===== src/rtl/cnn_pkg.sv =====
// Shared types and frame geometry for the CNN frame sequencer.
// Optional lockstep checking in cnn_frame_ctrl is enabled by CNN_FRAME_CTRL_LOCKSTEP_CHK_EN.
package cnn_pkg;

    typedef enum logic [1:0] {
        IDLE  = 2'd0,
        FEED  = 2'd1,
        DRAIN = 2'd2,
        ERR   = 2'd3
    } state_t;

    localparam int IMG_W      = 28;
    localparam int K          = 3;
    localparam int NCH        = 4;
    localparam int IMG_SIZE   = IMG_W * IMG_W;
    localparam int OUT_PER_CH = (IMG_W - K + 1) * (IMG_W - K + 1);

endpackage


===== src/rtl/cnn_raster_cnt.sv =====
// Row/column position counter: column wraps at IMG_W-1 and advances the row,
// the row wraps at IMG_W-1 so a finished frame leaves the counter at (0,0).
module cnn_raster_cnt #(
    parameter int IMG_W = 28,
    parameter int CNT_W = 5
) (
    input  logic             iClk,
    input  logic             iRst,
    input  logic             iClr,
    input  logic             iEn,
    output logic [CNT_W-1:0] oRow,
    output logic [CNT_W-1:0] oCol
);

    localparam logic [CNT_W-1:0] LAST = CNT_W'(IMG_W - 1);

    always_ff @(posedge iClk or posedge iRst) begin
        if (iRst) begin
            oRow <= '0;
            oCol <= '0;
        end else if (iClr) begin
            oRow <= '0;
            oCol <= '0;
        end else if (iEn) begin
            if (oCol == LAST) begin
                oCol <= '0;
                oRow <= (oRow == LAST) ? '0 : oRow + 1'b1;
            end else begin
                oCol <= oCol + 1'b1;
            end
        end
    end

endmodule


===== src/rtl/cnn_frame_ctrl.sv =====
// Frame sequencer: streams one IMG_W x IMG_W frame from the pixel buffer into cnn_top,
// counts returned results and reports done or timeout. Macro: CNN_FRAME_CTRL_LOCKSTEP_CHK_EN.
module cnn_frame_ctrl #(
    parameter int WI      = 8,
    parameter int IMG_W   = cnn_pkg::IMG_W,
    parameter int K       = cnn_pkg::K,
    parameter int NCH     = cnn_pkg::NCH,
    parameter int ADDR_W  = 10,
    parameter int TIMEOUT = 1024
) (
    input  logic              iClk,
    input  logic              iRst,
    input  logic              iStart,
    output logic              oBusy,
    output logic              oDone,
    output logic              oErr,
    output logic              oRdEn,
    output logic [ADDR_W-1:0] oRdAddr,
    input  logic [WI-1:0]     iRdData,
    input  logic              iStall,
    output logic              oPixelValid,
    output logic [WI-1:0]     oPixelIn,
    input  logic [NCH-1:0]    iConvValid,
    output logic [4:0]        oRow,
    output logic [4:0]        oCol,
    output logic [ADDR_W-1:0] oOutCnt
);

    import cnn_pkg::*;

    localparam int IMG_N  = IMG_W * IMG_W;
    localparam int OUT_N  = (IMG_W - K + 1) * (IMG_W - K + 1);
    localparam int IDLE_W = $clog2(TIMEOUT + 1);
    localparam logic [ADDR_W-1:0] ADDR_LAST = ADDR_W'(IMG_N - 1);
    localparam logic [ADDR_W-1:0] OUT_TGT   = ADDR_W'(OUT_N);
    localparam logic [IDLE_W-1:0] IDLE_LAST = IDLE_W'(TIMEOUT - 1);

    state_t              state;
    logic [ADDR_W-1:0]   addr;
    logic [IDLE_W-1:0]   idleCnt;
    logic [ADDR_W-1:0]   cntNext;
    logic                result;
    logic                startGo;
    logic                cntHit;
    logic                timeoutHit;
    logic                lockErr;

    // All channels run in lockstep, so channel 0 stands in for the whole result beat.
    assign result     = iConvValid[0];
    assign startGo    = (state == IDLE || state == ERR) && iStart;
    assign oBusy      = (state == FEED) || (state == DRAIN);
    assign oRdEn      = (state == FEED) && !iStall;
    assign oRdAddr    = oRdEn ? addr : '0;
    assign oPixelIn   = oPixelValid ? iRdData : '0;
    assign cntNext    = (result && oOutCnt != '1) ? oOutCnt + 1'b1 : oOutCnt;
    assign cntHit     = cntNext >= OUT_TGT;
    assign timeoutHit = !result && (idleCnt == IDLE_LAST);

`ifdef CNN_FRAME_CTRL_LOCKSTEP_CHK_EN
    assign lockErr = oBusy && (iConvValid != '0) && (iConvValid != '1);
`else
    logic unusedConvValid;
    assign unusedConvValid = ^iConvValid;
    assign lockErr = 1'b0;
`endif

    always_ff @(posedge iClk or posedge iRst) begin
        if (iRst) begin
            state       <= IDLE;
            addr        <= '0;
            idleCnt     <= '0;
            oOutCnt     <= '0;
            oDone       <= 1'b0;
            oErr        <= 1'b0;
            oPixelValid <= 1'b0;
        end else begin
            oDone       <= 1'b0;
            oPixelValid <= oRdEn;
            case (state)
                IDLE, ERR: begin
                    if (iStart) begin
                        state   <= FEED;
                        addr    <= '0;
                        oOutCnt <= '0;
                        idleCnt <= '0;
                        oErr    <= 1'b0;
                    end
                end
                FEED: begin
                    oOutCnt <= cntNext;
                    idleCnt <= '0;
                    if (lockErr) oErr <= 1'b1;
                    if (!iStall) begin
                        if (addr == ADDR_LAST) state <= DRAIN;
                        else                   addr  <= addr + 1'b1;
                    end
                end
                DRAIN: begin
                    oOutCnt <= cntNext;
                    idleCnt <= result ? '0 : idleCnt + 1'b1;
                    if (lockErr) oErr <= 1'b1;
                    // A full count wins over a timeout landing in the same cycle.
                    if (cntHit) begin
                        oDone <= 1'b1;
                        state <= IDLE;
                    end else if (timeoutHit) begin
                        oErr  <= 1'b1;
                        state <= ERR;
                    end
                end
                default: state <= IDLE;
            endcase
        end
    end

    cnn_raster_cnt #(
        .IMG_W (IMG_W),
        .CNT_W (5)
    ) uRaster (
        .iClk (iClk),
        .iRst (iRst),
        .iClr (startGo),
        .iEn  (oPixelValid),
        .oRow (oRow),
        .oCol (oCol)
    );

endmodule


===== config.mk =====
export PLATFORM = sky130hd
export DESIGN_NAME = cnn_frame_ctrl
export DESIGN_NICKNAME = d
export VERILOG_FILES = /design/src/rtl/cnn_pkg.sv /design/src/rtl/cnn_raster_cnt.sv /design/src/rtl/cnn_frame_ctrl.sv
export SDC_FILE = /design/constraint.sdc
export NUM_CORES = 1
export LEC_CHECK = 0
export BUFFER_PORTS_ARGS = -buffer_cell sky130_fd_sc_hd__clkbuf_2
export CAP_MARGIN = 20
export CORE_ASPECT_RATIO = 0.5
export CORE_UTILIZATION = 55
export DETAILED_ROUTE_END_ITERATION = 10
export PLACE_DENSITY_LB_ADDON = 0.12
export REMOVE_ABC_BUFFERS = 1
export SYNTH_ARGS = -nofsm -noshare
export SYNTH_HDL_FRONTEND = slang
export SYNTH_SLANG_ARGS = --single-unit

===== constraint.sdc =====
create_clock -name iClk -period 4 [get_ports iClk]
set_input_delay 0.8 -clock iClk [delete_from_list [all_inputs] [get_ports iClk]]
set_output_delay 0.8 -clock iClk [all_outputs]
set_load 0.01 [all_outputs]

==> reports/metrics.yaml <==
outcome: "finished, final reports clean"
overflow: 0
ios: 59
hold_viol: 0
reg2reg_slack_ns: 1.20
layout-drive-gt1-share: 0.200
design.core.area_um2: 4550
intPower_mw: 0.887
numClockSinks: 46
leakagePower_nw: 1.45
syn-cell-area_um2: 2710
wl_per_cell_um: 14.0
num_vias: 2444
worstHoldEndpoint: "idleCnt[8]"
clock_path_buffers: 2
synth_ff_type: "dfrtp_1"
powerDensity_nw_per_um2: 486
track_usage: 0.250
timing.rr.start: "state[0]"
worstHoldPathCells: 1
tightest_slew_ns: 0.724
rsz0062_at_grt: "no"
area_growth_pct: 14.6
ctsResizeCount: 0
drt_wl_total_um: 5890
clk_pin_slew_ns: 0.08
final_common_cell: "clkbuf_2"
final_cell_mix: "55 x clkbuf_2, 46 x dfrtp_1, 36 x nand2_1"
portBuffers: 55
grt_start_max_net_pins: 47
cts_setup_buffers: 0
drv_slew: 0
via_per_inst: 5.81
finalSetupViolCount: 0
grt_pass1_wl_um: 10200
antenna_cells: 0
p_sw_mw: 0.621
grt_pass1_vias: 2240
setup_slack_ns: 1.09
max_freq_mhz: 344
fin_setup_tns_ns: 0
combinationalPowerShare: 0.393
syn_area_per_cell_um2: 8.91
antenna_found_initial: 0
ys_seq_area_frac: 0.425
htree_levels: 2
critPathRequiredTime_ns: 3.20
die_y_um: 51.6
fill_cells: 408
hp-start: "idleCnt[8]"
power_frac_clock: 0.189
antenna_left: 0
fin_worst_skew_ns: 0.00693
fin_crit_ns: 2.91
vdd_drop_max_mv: 0.220
pre_cts_ws_ns: 1.25
synth_top_area_frac: 0.425
start_util: 0.595
synth.area.top_cells: "dfrtp_1 42%, nand2_1 5.0%, and2_1 4.8%"
drc: 0
start_kind: "flop"
ys_ff_latch: 46
end_kind: "output port"
criticalPathCategory: "flop to output port"
yosysUniqueCellTypes: 53
clock_latency_ns: 0.30
hold_slack_ns: 0.514
synth-edff-count: 0
r2r_cells: 8
max_cap_violations: 0
place.gp.congestion: 0.822
drtIter0Drc: 123
nets: 379
die_w_um: 101
numCtsBuffers: 5
netlist_instances: 304
cp_max_fo: 13
slew_headroom: 0.516
p_sw_frac: 0.412
clock-root-buffer: "clkbuf_8"
dp_hpwl_um: 4280
synth.largest_area_cell: "dfrtp_1"
first_pass_iters: 4
regToRegEndpoint: "addr[9]"
hold_buffers: 0
cp.arrival_ns: 2.11
synthArstFlopShare: 1.00
power_frac_seq: 0.418
num_rows: 17
die_area_um2: 5230
hp-class: "flop to flop"
cts_tree: "yes"
fin_crit_sh: 0.727
ys_warn_count: 0
synth_stat cells (all sizes together) (2+ instances only):
cell type / count
a211oi: 2
a21o: 2
a21oi: 14
a22o: 3
a31oi: 2
a41oi: 3
and2: 22
and3: 5
and4: 2
buf: 4
clkbuf: 8
dfrtp: 46
ha: 7
inv: 7
mux2: 2
mux2i: 6
nand2: 36
nand2b: 6
nand3: 15
nand4: 8
nor2: 30
nor2b: 2
nor3: 8
nor3b: 3
nor4: 2
o21ai: 21
o22ai: 2
o31ai: 4
o41ai: 2
xnor2: 7
xor2: 8
registers in the layout, indices dropped and copies added (netlist names):
name,flops
oPixelValid,1
addr,10
oDone,1
uRaster.oCol,5
state,2
uRaster.oRow,5
oOutCnt,10
idleCnt,11
oErr,1
logic make-up after synthesis:
kind of cell | share of synthesized area
AOI/OAI and AO/OA | 0.158
and+or+nand+nor | 0.273
adders and majority gates | 0.0323
buffers and inverters | 0.0319
DFF | 0.425
xor gates and xnor gates | 0.0485
muxes | 0.0305
worst max path at each step:
stage	from	end	cells after the start
global route	state[1]	oRdAddr[0]	5
CTS	state[1]	oRdAddr[2]	5
detailed placement	iStall	addr[9]	7
global placement	state[0]	addr[9]	8
floorplan	iStall	addr[9]	6
finish	state[1]	oRdAddr[2]	5
stage by stage:
step,power [mW],util,area (µm²),cells
5_1_grt,1.63,0.682,3100,421
2_1_floorplan,1.02,-,2650,292
3_3_place_gp,1.20,0.664,3020,415
4_1_cts,1.52,0.682,3100,421
6_report,1.51,0.682,3100,421
3_5_place_dp,1.23,0.664,3020,415
layer usage:
metal | vias to the layer above | routed length, µm | global-route usage
li1 | 1181 | - | -
met1 | 1197 | 2750 | 0.335
met2 | 61 | 2790 | 0.422
met3 | 5 | 321 | 0.0497
met4 | 0 | 32 | 0.0604
met5 | - | 0 | 0
power by group through the flow:
stage / Sequential, mW / Combinational (mW) / Clock [mW]
floorplan: 0.635 / 0.389 / 0
global placement: 0.629 / 0.572 / 0
detailed placement: 0.638 / 0.592 / 0
CTS: 0.629 / 0.595 / 0.292
global route: 0.644 / 0.673 / 0.309
finish: 0.630 / 0.592 / 0.285
critical path, stage by stage (launching register included):
cell	delay, ns
dfrtp_1	0.43
inv_1	0.07
ha_1	0.32
nor2b_1	0.64
and2_1	0.22
clkbuf_2	0.13
area by class of cell:
class | instances | area (µm²) | share of cell area
flip-flops and latches | 46 | 1150 | 0.371
well taps | 66 | 82.6 | 0.0266
multi-input cells | 239 | 1470 | 0.474
clock buffers | 6 | 82.6 | 0.0266
repair buffers | 57 | 290 | 0.0935
inverters | 7 | 26.3 | 0.00846
Power figures use the tool's default switching activity.
